$ cat src/rtl/sync_timing_detector.sv
// rtl/sync_timing_detector.sv - VGA sync timing measurement, position recovery and lock detection
module sync_timing_detector #(
    parameter int CW          = 12,
    parameter int LOCK_FRAMES = 2
) (
    input  logic          clk,
    input  logic          rst,
    input  logic          vga_h_sync,
    input  logic          vga_v_sync,
    output logic [CW-1:0] line_clocks,
    output logic [CW-1:0] hsync_width,
    output logic [CW-1:0] frame_lines,
    output logic [CW-1:0] vsync_lines,
    output logic          h_polarity,
    output logic          v_polarity,
    output logic [CW-1:0] x_pos,
    output logic [CW-1:0] y_pos,
    output logic          frame_valid,
    output logic          locked,
    output logic          no_signal
);
    localparam int            MW       = (LOCK_FRAMES < 1) ? 1 : $clog2(LOCK_FRAMES + 1);
    localparam int            TW       = 4 * CW + 2;
    localparam logic [CW-1:0] MAX      = '1;
    localparam logic [MW-1:0] LOCK_CNT = MW'(LOCK_FRAMES);

    logic          h_s1_q, h_s2_q, h_s3_q, v_s1_q, v_s2_q;
    logic          v_samp_q, v_samp_d;
    logic [CW-1:0] hc_q, hc_d, lc_q, lc_d, hl_q, hl_d, ll_q, ll_d;
    logic          h_armed_q, h_armed_d, v_armed_q, v_armed_d;
    logic          no_sig_q, no_sig_d;
    logic [CW-1:0] line_q, line_d, hw_q, hw_d, fl_q, fl_d, vl_q, vl_d;
    logic          hpol_q, hpol_d, vpol_q, vpol_d;
    logic          fv_q, fv_d;
    logic [TW-1:0] tuple_q, tuple_d, tuple_new;
    logic          tuple_vld_q, tuple_vld_d;
    logic [MW-1:0] match_q, match_d;
    logic          locked_q, locked_d;
    logic [CW-1:0] x_q, x_d, y_q, y_d;
    logic          y_pend_q, y_pend_d;

    logic h_rise, h_fall, h_lead, v_act_start;

    // h_s3_q is the edge-detect register: strobes are acted on at the third clk edge after an input edge
    assign h_rise      = h_s2_q & ~h_s3_q;
    assign h_fall      = ~h_s2_q & h_s3_q;
    assign h_lead      = hpol_q ? h_rise : h_fall;
    // V is only looked at on H rising strobes; active phase starts when the sample first matches polarity
    assign v_act_start = h_rise && (v_s2_q == vpol_q) && (v_samp_q != vpol_q);

    // Next-state logic: line/frame measurement, stuck-H detection, lock tracking and position counters
    always_comb begin
        hc_d        = hc_q;
        lc_d        = lc_q;
        h_armed_d   = h_armed_q;
        no_sig_d    = no_sig_q;
        line_d      = line_q;
        hw_d        = hw_q;
        hpol_d      = hpol_q;
        v_samp_d    = v_samp_q;
        hl_d        = hl_q;
        ll_d        = ll_q;
        v_armed_d   = v_armed_q;
        fl_d        = fl_q;
        vl_d        = vl_q;
        vpol_d      = vpol_q;
        fv_d        = 1'b0;
        tuple_d     = tuple_q;
        tuple_vld_d = tuple_vld_q;
        match_d     = match_q;
        locked_d    = locked_q;
        x_d         = x_q;
        y_d         = y_q;
        y_pend_d    = y_pend_q;
        tuple_new   = '0;

        // The rising-strobe cycle itself is the first high clock of the new line
        if (h_rise) begin
            hc_d      = CW'(1);
            lc_d      = '0;
            h_armed_d = 1'b1;
            no_sig_d  = 1'b0;
            // The first rise after reset or a stuck H only starts counting
            if (h_armed_q) begin
                line_d = hc_q + lc_q;
                hpol_d = (hc_q <= lc_q);
                hw_d   = (hc_q <= lc_q) ? hc_q : lc_q;
            end
        end else begin
            if (h_s2_q) begin
                hc_d = (hc_q == MAX) ? MAX : hc_q + 1'b1;
            end else begin
                lc_d = (lc_q == MAX) ? MAX : lc_q + 1'b1;
            end
            if ((hc_d == MAX) || (lc_d == MAX)) begin
                no_sig_d    = 1'b1;
                h_armed_d   = 1'b0;
                v_armed_d   = 1'b0;
                tuple_vld_d = 1'b0;
                match_d     = '0;
                locked_d    = 1'b0;
            end
        end

        if (h_rise) begin
            v_samp_d = v_s2_q;
            if (v_s2_q && !v_samp_q) begin
                hl_d      = CW'(1);
                ll_d      = '0;
                v_armed_d = 1'b1;
                if (v_armed_q) begin
                    fl_d   = hl_q + ll_q;
                    vpol_d = (hl_q <= ll_q);
                    vl_d   = (hl_q <= ll_q) ? hl_q : ll_q;
                    fv_d   = 1'b1;
                end
            end else if (v_s2_q) begin
                hl_d = (hl_q == MAX) ? MAX : hl_q + 1'b1;
            end else begin
                ll_d = (ll_q == MAX) ? MAX : ll_q + 1'b1;
            end
        end

        if (fv_d) begin
            tuple_new   = {line_d, hw_d, hpol_d, fl_d, vl_d, vpol_d};
            tuple_d     = tuple_new;
            tuple_vld_d = 1'b1;
            if (tuple_vld_q && (tuple_new == tuple_q)) begin
                match_d  = (match_q == LOCK_CNT) ? LOCK_CNT : match_q + 1'b1;
                locked_d = (match_d == LOCK_CNT);
            end else begin
                match_d  = '0;
                locked_d = 1'b0;
            end
        end

        if (h_lead) begin
            x_d = '0;
        end else begin
            x_d = (x_q == MAX) ? MAX : x_q + 1'b1;
        end

        if (h_lead) begin
            y_pend_d = 1'b0;
            if (y_pend_q || v_act_start) begin
                y_d = '0;
            end else begin
                y_d = (y_q == MAX) ? MAX : y_q + 1'b1;
            end
        end else if (v_act_start) begin
            y_pend_d = 1'b1;
        end
    end

    // State registers and sync-input synchronizers, all cleared by the asynchronous reset
    always_ff @(posedge clk or posedge rst) begin
        if (rst) begin
            h_s1_q      <= 1'b0;
            h_s2_q      <= 1'b0;
            h_s3_q      <= 1'b0;
            v_s1_q      <= 1'b0;
            v_s2_q      <= 1'b0;
            v_samp_q    <= 1'b0;
            hc_q        <= '0;
            lc_q        <= '0;
            hl_q        <= '0;
            ll_q        <= '0;
            h_armed_q   <= 1'b0;
            v_armed_q   <= 1'b0;
            no_sig_q    <= 1'b0;
            line_q      <= '0;
            hw_q        <= '0;
            hpol_q      <= 1'b0;
            fl_q        <= '0;
            vl_q        <= '0;
            vpol_q      <= 1'b0;
            fv_q        <= 1'b0;
            tuple_q     <= '0;
            tuple_vld_q <= 1'b0;
            match_q     <= '0;
            locked_q    <= 1'b0;
            x_q         <= '0;
            y_q         <= '0;
            y_pend_q    <= 1'b0;
        end else begin
            h_s1_q      <= vga_h_sync;
            h_s2_q      <= h_s1_q;
            h_s3_q      <= h_s2_q;
            v_s1_q      <= vga_v_sync;
            v_s2_q      <= v_s1_q;
            v_samp_q    <= v_samp_d;
            hc_q        <= hc_d;
            lc_q        <= lc_d;
            hl_q        <= hl_d;
            ll_q        <= ll_d;
            h_armed_q   <= h_armed_d;
            v_armed_q   <= v_armed_d;
            no_sig_q    <= no_sig_d;
            line_q      <= line_d;
            hw_q        <= hw_d;
            hpol_q      <= hpol_d;
            fl_q        <= fl_d;
            vl_q        <= vl_d;
            vpol_q      <= vpol_d;
            fv_q        <= fv_d;
            tuple_q     <= tuple_d;
            tuple_vld_q <= tuple_vld_d;
            match_q     <= match_d;
            locked_q    <= locked_d;
            x_q         <= x_d;
            y_q         <= y_d;
            y_pend_q    <= y_pend_d;
        end
    end

    assign line_clocks = line_q;
    assign hsync_width = hw_q;
    assign frame_lines = fl_q;
    assign vsync_lines = vl_q;
    assign h_polarity  = hpol_q;
    assign v_polarity  = vpol_q;
    assign x_pos       = x_q;
    assign y_pos       = y_q;
    assign frame_valid = fv_q;
    assign locked      = locked_q;
    assign no_signal   = no_sig_q;
endmodule

$ cat config.mk
export PLATFORM = sky130hd
export DESIGN_NAME = sync_timing_detector
export DESIGN_NICKNAME = d
export VERILOG_FILES = /design/src/rtl/sync_timing_detector.sv
export SDC_FILE = /design/constraint.sdc
export NUM_CORES = 1
export LEC_CHECK = 0
export CAP_MARGIN = 15
export CORE_UTILIZATION = 40
export CTS_CLUSTER_DIAMETER = 80
export CTS_CLUSTER_SIZE = 25
export DETAILED_ROUTE_END_ITERATION = 16
export PLACE_DENSITY = 0.55
export SETUP_SLACK_MARGIN = 0.4
export SLEW_MARGIN = 20
export SYNTH_ARGS = -nofsm -noshare
export SYNTH_HDL_FRONTEND = slang
export SYNTH_SLANG_ARGS = --single-unit
$ cat constraint.sdc
create_clock -name clk -period 7.7 [get_ports clk]
set_clock_uncertainty 0.2 [all_clocks]
set_input_delay 0.77 -clock clk [delete_from_list [all_inputs] [get_ports clk]]
set_output_delay 0.77 -clock clk [all_outputs]
set_load 0.05 [all_outputs]
# Word-level counts from Yosys, hierarchy flattened
# Index checks and enable logic that the tools add are counted.
# classes
n_mux	58
bitwise	4
n_eq_ne	15
reduce_logical	14
magnitude_cmp	2
addsub	9
# ops
operator	count
two-way mux 12 bit	30
equality test 12 bit, second input constant	8
adder 12 x 1 -> 12 bit, second input constant	6
equality test 50 bit	1
adder 12 bit	2
<= comparator 12 bit	2
two-way mux 1 bit	23
two-way mux 2 bit	5
nonzero test 2 bit	4
AND reduction 2 bit	3
equality test 2 bit, second input constant	2
logical AND 1 bit	4
adder 2 x 1 -> 2 bit, second input constant	1
bitwise AND 1 bit	2
logical OR 1 bit	2
inequality test 2 x 1 -> 1 bit, second input constant	1
inequality test 2 bit, second input constant	1
inverter 1 bit	2
equality test 1 bit	1
logical NOT 1 bit	1
inequality test 1 bit	1
# word_totals
ff_bits	187
in_bits	4
output_inout_bits	77
wordCells	129

# Longest topological paths before layout
# Gate-level depths: netlist (run 1).
# logic_depth
ltp_word	10
ltp_mapped	15

# Worst setup path after synthesis (run 1)
# OpenSTA, ideal clock, no wires.
# synth_path
path_kind	flip-flop to flip-flop
start	register lc_q[6]
end	register match_q[0]
setup_time_ns	0.076
stages_incl_launch_ff	16
slack_ns	4.156
arrival_ns	3.267
n_path_buf	2
cell_sequence	dfrtp_1 > clkbuf_1 > inv_1 > ha_1 > nand4_1 > or3_1 > buf_2 > nand2_4 > nor2_1 > a31oi_1 > o211ai_1 > or4_1 > a2111o_1 > nor4_2 > nand4_1 > o21ai_1
# synth_between
elab_chain_cells	8
elab_cells_between_ends	22
classes_between	add/sub (2); order compare (1); eq/ne (3); mux (12); reduce/logical (4)
# synth_rtl
item	line	rtl
start, declared	29	logic [CW-1:0] hc_q, hc_d, lc_q, lc_d, hl_q, hl_d, ll_q, ll_d;
start signal, assigned	193	lc_q <= lc_d;
<= comparator 12 bit (tied with other cells)	86, 87	
two-way mux 12 bit, on equally long branches	87, 93	
two-way mux 12 bit, on equally long branches	84, 90	
two-way mux 12 bit	78	if (h_rise) begin
equality test 50 bit or equality test 12 bit (tied branches)	128, 95	
logical AND 1 bit or logical OR 1 bit (tied branches)	128, 95	
two-way mux 2 bit or nonzero test 2 bit (tied branches)	-	
two-way mux 2 bit or AND reduction 2 bit (tied branches)	-	
end signal, assigned	208	match_q <= match_d;
end, declared	37	logic [MW-1:0] match_q, match_d;
# Several ways; a longest one is shown, not always the timed one. The select of a mux whose other input is x is not followed.
# A chain may end at the register's enable or synchronous reset.

# Final worst setup path (run 1)
# layout_path
start	register lc_q[10]
end	register match_q[0]
# layout_between
elab_chain_cells	8
elab_cells_between_ends	22
classes_between	add/sub (2); order compare (1); eq/ne (3); mux (12); reduce/logical (4)
# layout_rtl
item	line	rtl
<= comparator 12 bit	87	hw_d = (hc_q <= lc_q) ? hc_q : lc_q;
two-way mux 12 bit	87	
two-way mux 12 bit	84	if (h_armed_q) begin
two-way mux 12 bit	78	
net hw_d[3]	32	logic [CW-1:0] line_q, line_d, hw_q, hw_d, fl_q, fl_d, vl_q, vl_d;
equality test 50 bit	128	if (tuple_vld_q && (tuple_new == tuple_q)) begin
logical AND 1 bit	128	
two-way mux 2 bit	128	
two-way mux 2 bit	124	if (fv_d) begin
# The timed path passes the listed nets, and every way through them passes these cells. The select of a mux whose other input is x is not followed.

==> results.md, run 1 <==
* Outcome: completed
* Placed cells at 1,702
* CTS Buffer Depth at 2
* Number of global-route vias before repair at 9,212
* Area grow syn2layout at 14.76%
* TritonCTS clock tree: built
* Die X at 169.3 um
* ANT nets after route at 0
* # setup viols final at 0
* N_diodes at 0
* Setup slack at placement at 3.219 ns
* Critical path type: flop to flop
* CP Data Required Time at 7.86 ns
* Max-slew headroom at 39.94%
* CTS root buf: clkbuf_16
* Core area at 0.02718 mm2
* Post-Syn Area per Cell at 8.593 um2
* LEAKAGE at 5.516 nW
* R2r worst-path depth at 13
* Clk_lat worst skew at 0.44 ns
* Worst min-delay path class: flop to flop
* First-pass GRT wire length at 53.44 mm
* Post-Syn Area at 0.01120 mm2
* Full die area at 0.02867 mm2
* Seq/Total Area, Yosys at 41.57%
* Initial DRC Count at 771
* #FFs+latches synth at 186
* GRT Total Usage at 24.22%
* Sw Share at 43.45%
* Fin cells at 1,734
* DR DRC count at 0
* Initial Utilization at 41.20%
* Comb pwr share at 39.0%
* Vias/cell at 5.670
* Row Count at 60
* Worst-path fanout max at 13
* Cells after Synth at 1,303
* # Max-Cap Violations at 0
* Mapped Nets at 1,362
* Worst reg2reg setup slack at 3.19 ns
* Reg clk slew, reported paths at 0.08 ns
* RSZ-0062 raised after global routing: no
* Sink count of the clock tree at 186
* Post-DP HPWL at 24.35 mm
* Crit path time final at 4.509 ns
* DR WL/cell at 19.55 um
* PostCTS Resize Cnt at 0
* Hold Fails Final Rpt at 0
* Power Density at 290.0 mW/mm2
* Setup crit end kind: flop
* FF-to-FF End: match_q[0]
* NetSw at 1.619 mW
* Final WS setup at 3.191 ns
* Hold_buf cts at 0
* Total wire length at 33.89 mm
* Post-synth EDFFs at 0
* Post-DP Area at 0.01228 mm2
* Initial antenna violation count at 0
* Final instance area at 0.01285 mm2
* PortBufs at 80
* R2r startpoint: lc_q[10]
* Max-slew violations at 0
* Critical path arrival at 4.67 ns
* VDD IR max at 0.0001780 V
* Largest net degree at the start of global routing at 121
* Max H-tree Level at 4
* Fmax at 221.8 MHz
* GP Congestion at 0.8692
* Final period util at 58.55%
* Setup tns final at 0 ns
* # IOs at 81
* YS warnings at 0
* Clock Power Share at 23.5%
* Worst-Margin Slew at 0.9008 ns
* Setup Buffers After CTS at 0
* Async S/R FF share, synth at 100.0%
* Tot Pwr at 3.726 mW
* Total grt overflow at 0
* Die Y at 169.3 um
* DR vias at 9,831
* Top_reg_cell synth: dfrtp_1
* CP Capture Point: match_q[0]
* Synth cell types at 81
* Num CTS Buffers at 17
* Final net count at 1,408
* Share of layout cells above drive strength 1 at 5.140%
* Crit. Startpoint: lc_q[10]
* DRT Pass-1 Iters at 5
* Internal Power at 2.107 mW
* Sequential Power Share at 37.5%
* Startpoint Class: flop
how the worst min path moves through the flow:
stage                      start      to  slack (ns)  depth (start not counted)
after floorplan           h_s1_q  h_s2_q        0.13                          0
after global placement    h_s1_q  h_s2_q        0.13                          0
after detailed placement  v_s1_q  v_s2_q        0.14                          0
after CTS                 v_s1_q  v_s2_q        0.16                          0
after global routing      h_s1_q  h_s2_q        0.16                          0
final                     v_s1_q  v_s2_q        0.15                          0
final cells by class:
class,instances,area [um2]
multi-input combinational,979,6002
timing repair buffer,89,868.3
tap,372,465.4
fill,2691,14330
clock buffer,18,439.2
clock inverter,14,126.4
sequential,186,4654
inverter,76,294.0
per-stage QoR:
step           utilization, %  hold WS, ns
3_3_place_gp            45.18       0.1328
2_1_floorplan               -       0.1312
3_5_place_dp            45.18       0.1362
6_report                47.28       0.1523
5_1_grt                 47.28       0.1635
4_1_cts                 47.27       0.1555
cell usage after synthesis, types with 4 or more instances:
library cell | number | share of area (%)
nand4_1 | 28 | 1.6
a22oi_1 | 5 | 0.34
mux2_2 | 5 | 0.50
a31oi_1 | 27 | 1.5
ha_1 | 53 | 5.9
inv_1 | 74 | 2.5
nor3_1 | 34 | 1.5
a21o_1 | 11 | 0.74
nand3_1 | 46 | 2.1
o21ai_0 | 65 | 2.9
a21oi_1 | 142 | 6.3
and3_1 | 15 | 0.84
xor2_1 | 25 | 2.0
o22ai_1 | 4 | 0.22
dfrtp_1 | 186 | 42
nand3b_1 | 6 | 0.40
buf_1 | 6 | 0.20
mux2i_1 | 7 | 0.63
a211oi_1 | 10 | 0.67
o31ai_1 | 4 | 0.27
a221oi_1 | 10 | 0.78
o221ai_1 | 4 | 0.31
a21boi_0 | 4 | 0.27
nor4_1 | 12 | 0.67
buf_2 | 10 | 0.45
nor3b_1 | 4 | 0.27
nor2b_1 | 15 | 0.84
nand2_1 | 140 | 4.7
or4_1 | 6 | 0.40
xnor2_1 | 47 | 3.7
clkbuf_1 | 43 | 1.4
o211ai_1 | 11 | 0.74
nand2b_1 | 15 | 0.84
nor2_1 | 141 | 4.7
o21a_1 | 13 | 0.87
power by group through the flow:
stage	Combinational [mW]	Sequential (mW)	Clock (mW)
global route	1.57	1.43	0.935
floorplan	0.699	1.67	0
finish	1.45	1.40	0.877
global placement	1.45	1.41	0
CTS	1.45	1.40	0.896
detailed placement	1.45	1.41	0
cell usage in the layout, fill, tap and decap left out, drive strengths merged, types with 13 or more instances in the layout:
master,n
dfrtp,186
a21oi,142
nor2,142
nand2,142
inv,84
clkdlybuf4s50,80
o21ai,69
ha,53
xnor2,47
nand3,47
nor3,34
nand4,30
a31oi,27
xor2,25
clkbuf,18
nand2b,15
and3,15
nor2b,15
o21a,13
nor4,13
metal layers:
metal | up-vias | track usage (%) | wire length, um
met4 | 0 | 6.776 | 654
li1 | 4715 | - | -
met1 | 4798 | 37.01 | 16790
met5 | - | 0 | 0
met2 | 286 | 35.07 | 14720
met3 | 32 | 3.685 | 1730
critical path: stages, from the launching register on:
cell	delay, ns
dfrtp_1	0.49
inv_1	0.16
ha_1	0.52
nand2_1	0.09
o21ai_0	0.35
a21o_1	0.44
o21a_1	0.60
a21oi_1	0.15
a21oi_1	0.44
xor2_1	0.12
a211o_1	0.31
nor4_2	0.24
nand4_1	0.16
o21ai_1	0.17
cell families after synthesis:
group                      after synthesis  synth area share [%]
DFF                                    186                 41.57
xor gates and xnor gates                72                 5.632
AOI/OAI and AO/OA                      358                 19.98
muxes                                   12                 1.129
buffers and inverters                  138                 4.894
adders and majority gates               55                 6.280
and+or+nand+nor                        482                 20.52
flip-flops by register name, indices dropped and copies added, names as in the netlist, 2 cells and up:
| register | flops |
|---|---|
| tuple_q | 50 |
| frame_lines | 12 |
| hc_q | 12 |
| hl_q | 12 |
| hsync_width | 12 |
| lc_q | 12 |
| line_clocks | 12 |
| ll_q | 12 |
| vsync_lines | 12 |
| x_pos | 12 |
| y_pos | 12 |
| match_q | 2 |
Power figures use the tool's default switching activity.
==> run 2, diff against run 1 <==
==> constraint.sdc (replaced) <==
create_clock -name clk -period 4.7 [get_ports clk]
set_clock_uncertainty 0.2 [all_clocks]
set_input_delay 0.47 -clock clk [delete_from_list [all_inputs] [get_ports clk]]
set_output_delay 0.47 -clock clk [all_outputs]
set_load 0.05 [all_outputs]
==> results.md, run 2 (synthesized netlist as in run 1, its figures left out) <==
* Final net count at 1,441
* Initial antenna violation count at 0
* Max-slew violations at 0
* Most frequent cells in the layout: dfrtp_1, a21oi_1, nand2_1, nor2_1, clkdlybuf4s50_1
* Initial DRC Count at 909
* DR DRC count at 0
* Core area at 0.02718 mm2
* VDD IR max at 0.0003224 V
* Clk_lat worst skew at 0.44 ns
* Max-slew headroom at 46.00%
* Sw Share at 41.90%
* PortBufs at 80
* Most common cell after layout, fill and taps aside: dfrtp_1
* Final period util at 84.91%
* TritonCTS clock tree: built
* Post-DP Area at 0.01254 mm2
* Post-DP HPWL at 25.13 mm
* Total wire length at 33.97 mm
* Die Y at 169.3 um
* Crit path time final at 3.991 ns
* Internal Power at 3.619 mW
* Hold Fails Final Rpt at 0
* Row Count at 60
* Initial Utilization at 41.20%
* Worst reg2reg setup slack at 0.71 ns
* Setup crit end kind: flop
* Comb pwr share at 38.8%
* NetSw at 2.610 mW
* ANT nets after route at 0
* Full die area at 0.02867 mm2
* Worst-Margin Slew at 0.8100 ns
* Setup Buffers After CTS at 0
* Outcome: completed
* Reg clk slew, reported paths at 0.08 ns
* LEAKAGE at 5.686 nW
* Max H-tree Level at 4
* Largest register FFs at 50
* Worst-path fanout max at 9
* Top reg by flops: tuple_q
* Setup tns final at 0 ns
* Clock Power Share at 24.8%
* Total grt overflow at 0
* Sequential Power Share at 36.5%
* Startpoint Class: flop
* Final Util at 48.38%
* RSZ-0062 raised after global routing: no
* DRT Pass-1 Iters at 6
* CP Data Required Time at 4.86 ns
* Critical path arrival at 4.15 ns
* DR WL/cell at 19.24 um
* GRT Total Usage at 24.63%
* Num CTS Buffers at 17
* Number of global-route vias before repair at 9,385
* Share of layout cells above drive strength 1 at 7.538%
* Final instance area at 0.01315 mm2
* First-pass GRT wire length at 54.28 mm
* GP Congestion at 0.8979
* # fillers at 2,663
* Vias/cell at 5.641
* Fmax at 250.6 MHz
* Sink count of the clock tree at 186
* Critical path type: flop to flop
* CTS root buf: clkbuf_16
* CTS Buffer Depth at 2
* Die X at 169.3 um
* # Max-Cap Violations at 0
* DR vias at 9,957
* Area grow syn2layout at 17.42%
* Power Density at 473.8 mW/mm2
* Largest net degree at the start of global routing at 135
* Worst min-delay path class: flop to flop
* # IOs at 81
* # setup viols final at 0
* N_diodes at 0
run 2: changes by cell type in the layout (fill, tap and decap cells not counted), moves of 2 or more:
cell	before	now
buf_4	9	41
bufinv_16	0	3
clkinvlp_4	1	3
dfrtp_1	186	184
dfrtp_2	0	2
inv_6	4	2
inv_8	6	1
run 2: area by class of cell:
class / count / area, um2 / area share (%)
Clock buffer: 18 / 439.2 / 3.340
Inverter: 76 / 290.3 / 2.208
Sequential cell: 186 / 4657 / 35.42
Multi-Input combinational cell: 979 / 6002 / 45.65
Tap cell: 372 / 465.4 / 3.540
Clock inverter: 12 / 165.2 / 1.256
Timing Repair Buffer: 122 / 1129 / 8.584
run 2: power by group through the flow:
| stage | registers, mW | clock network (mW) | logic (mW) |
|---|---|---|---|
| 2_1_floorplan | 2.74 | 0 | 1.15 |
| 3_3_place_gp | 2.29 | 0 | 2.40 |
| 3_5_place_dp | 2.29 | 0 | 2.40 |
| 4_1_cts | 2.27 | 1.57 | 2.41 |
| 5_1_grt | 2.32 | 1.63 | 2.61 |
| 6_report | 2.27 | 1.54 | 2.41 |
run 2: stage by stage:
step           std cells  setup WS [ns]  hold WS, ns  power (mW)
5_1_grt             1765         0.4134       0.1630       6.558
2_1_floorplan       1303          1.156       0.1312       3.885
3_3_place_gp        1735         0.6467       0.1342       4.686
3_5_place_dp        1735         0.5348       0.1393       4.693
6_report            1765         0.7095       0.1545       6.230
4_1_cts             1765         0.5277       0.1561       6.249
run 2: worst paths after layout:
check,end,start,depth (start not counted)
worst max-delay path,match_q[0],hl_q[9],12
worst min-delay path,v_s2_q,v_s1_q,0
worst max register to register,match_q[0],hl_q[9],12
worst min register to register,v_s2_q,v_s1_q,0
max in group asynchronous,ll_q[0],rst,3
min in group asynchronous,hsync_width[7],rst,3
run 2: repair_timing:
item | 4_1_cts | 5_1_grt
hold buffers | 0 | 0
gates resized for setup | 0 | 5
endpoints found under the setup margin | 0 | 2
run 2: worst max-delay path, stage by stage, from the launching register on:
cell	delay [ns]
dfrtp_1	0.47
ha_1	0.46
nand4_2	0.19
nor2_1	0.07
a311oi_2	0.35
nand3_1	0.39
a31oi_1	0.53
a21oi_1	0.19
xnor2_1	0.29
nand4_1	0.13
nor4_1	0.32
nand4_1	0.17
o21ai_1	0.16
run 2: metal layers:
layer	wire length (um)	global-route usage [%]	up-vias
met1	16570	37.40	4818
li1	-	-	4787
met4	514	6.698	0
met5	0	0	-
met3	2111	3.545	29
met2	14770	36.20	323
==> run 3, diff against run 2 <==
==> constraint.sdc (replaced) <==
create_clock -name clk -period 3.9 [get_ports clk]
set_clock_uncertainty 0.2 [all_clocks]
set_input_delay 0.39 -clock clk [delete_from_list [all_inputs] [get_ports clk]]
set_output_delay 0.39 -clock clk [all_outputs]
set_load 0.05 [all_outputs]
==> results.md, run 3 (synthesized netlist as in run 1, its figures left out) <==
* Tot Pwr at 7.739 mW
* DR DRC count at 0
* Vias/cell at 5.636
* Most frequent cells in the layout: dfrtp_1, nand2_1, nor2_1
* Outcome: completed
* Startpoint Class: flop
* Worst min-delay path class: input pin to async pin
* Critical path buffer and inverter count at 1
* # fillers at 2,650
* Clock Power Share at 22.7%
* N_diodes at 0
* Area grow syn2layout at 25.22%
* Final Util at 51.59%
* R2r worst-path depth at 13
* Hold_buf cts at 0
* Post-DP HPWL at 26.55 mm
* Most common cell after layout, fill and taps aside: dfrtp_1
* CP Data Required Time at 4.06 ns
* CTS root buf: clkbuf_16
* Sequential Power Share at 35.1%
* Top reg by flops: tuple_q
* Reg clk slew, reported paths at 0.09 ns
* Num CTS Buffers at 17
* Largest register FFs at 50
* ANT nets after route at 0
* Die Y at 169.3 um
* Full die area at 0.02867 mm2
* Placed cells at 1,784
* Setup crit end kind: flop
* Total wire length at 35.87 mm
* First-pass GRT wire length at 56.84 mm
* Post-DP Area at 0.01292 mm2
* Max-slew headroom at 39.11%
* Setup tns final at 0 ns
* Hold Fails Final Rpt at 0
* FF-to-FF End: match_q[1]
* RSZ-0062 raised after global routing: yes
* # Max-Cap Violations at 0
* Max H-tree Level at 4
* Sink count of the clock tree at 186
* Clk_lat worst skew at 0.44 ns
* Sw Share at 43.04%
* Worst-Margin Slew at 0.8904 ns
* DR vias at 10,353
* Comb pwr share at 42.2%
* Worst reg2reg setup slack at 0.27 ns
* Worst-path cell chain: ha_1, nand2b_1, a211o_1, a21oi_2, xnor2_1, mux2i_1, xnor2_1, a211oi_2, nand4b_1, nor4_4, buf_4, nand4_1, o21ai_1
* Critical path arrival at 3.79 ns
* Largest net degree at the start of global routing at 91
* Share of layout cells above drive strength 1 at 15.84%
* Largest stage delay, worst path at 0.49 ns
* R2r startpoint: hc_q[1]
* GP Congestion at 0.9261
* # IOs at 81
* CTS Buffer Depth at 2
* Final period util at 93.01%
* Total grt overflow at 0
* Row Count at 60
* Max-slew violations at 0
* Crit path max-delay family: compound AO/OA/AOI/OAI gates
* Fmax at 275.7 MHz
* Critical path type: flop to flop
* GRT Total Usage at 25.76%
* Final net count at 1,511
* Fin cells at 1,837
* VDD IR max at 0.0003677 V
* Core area at 0.02718 mm2
* DRT Pass-1 Iters at 5
* Most frequent CP cell: xnor2_1
* Initial DRC Count at 796
* Number of global-route vias before repair at 9,879
* Die X at 169.3 um
* Initial Utilization at 41.20%
* PortBufs at 80
* LEAKAGE at 6.092 nW
* Initial antenna violation count at 0
* NetSw at 3.331 mW
* Power Density at 552.0 mW/mm2
* Final instance area at 0.01402 mm2
* Slowest cell on crit path: dfrtp_2
* Crit path time final at 3.628 ns
* TritonCTS clock tree: built
* # setup viols final at 0
* DR WL/cell at 19.53 um
* Internal Power at 4.408 mW
* Worst-path fanout max at 6
-- run 3: cell count changes in the layout (fill, tap and decap cells not counted), moves of 5 or more --
| cell | delta |
|---|---|
| ha_1 | -13 |
| ha_2 | +6 |
| o21ai_1 | +5 |
| ha_4 | +7 |
| a21oi_2 | +8 |
| buf_4 | +67 |
| o21ai_0 | -6 |
| a21oi_1 | -8 |
-- run 3: final cells by class --
class                      instances  area (um2)  share of cell area [%]
timing repair buffer             192        1678                   11.97
clock inverter                    14       146.4                   1.044
multi-input combinational        979        6351                   45.30
tap                              372       465.4                   3.320
inverter                          76       290.3                   2.070
clock buffer                      18       429.2                   3.061
sequential                       186        4661                   33.24
-- run 3: timing repair --
action | 4_1_cts | 5_1_grt
endpoints found under the setup margin | 4 | 2
setup buffers | 11 | 10
resized for setup | 59 | 21
gates cloned | 0 | 0
pin swaps | 20 | 18
-- run 3: how the worst max path moves through the flow --
stage	startpoint	to	slack (ns)	cells after the start
6_report	hc_q[1]	match_q[1]	0.27	13
5_1_grt	ll_q[6]	match_q[1]	0.14	12
3_3_place_gp	hc_q[1]	match_q[1]	-0.15	13
3_5_place_dp	hc_q[1]	match_q[0]	-0.07	13
4_1_cts	hl_q[0]	match_q[0]	0.33	12
2_1_floorplan	lc_q[2]	match_q[0]	0.43	14
-- run 3: power groups by stage --
stage	clock network, mW	logic (mW)	registers [mW]
3_5_place_dp	0	3.09	2.73
6_report	1.76	3.26	2.72
5_1_grt	1.88	3.53	2.77
2_1_floorplan	0	1.38	3.30
3_3_place_gp	0	3.07	2.73
4_1_cts	1.79	3.22	2.71
-- run 3: per-stage QoR --
| step | hold slack [ns] | worst slack [ns] |
|---|---|---|
| finish | 0.1560 | 0.2725 |
| global placement | 0.1369 | -0.1507 |
| floorplan | 0.1312 | 0.4320 |
| CTS | 0.1572 | 0.3256 |
| detailed placement | 0.1395 | -0.06709 |
| global route | 0.1543 | 0.1448 |
-- run 3: worst register-to-register path: cells and delay by family, from the launching register on --
family                   cells  cell delay (ns)
AO/OA/AOI/OAI                4             0.92
XOR/XNOR                     2             0.42
adder cells (fa/ha/maj)      1             0.36
buffers and inverters        1             0.17
flip-flops                   1             0.49
multiplexers                 1             0.19
AND/OR/NAND/NOR              4             0.83
-- run 3: routing by layer --
metal	vias up	part of all wire, %	global-route usage, %
li1	4914	-	-
met1	4996	48	37.95
met2	397	43	38.13
met3	46	6.9	4.408
met4	0	2.2	8.304
met5	-	0	0
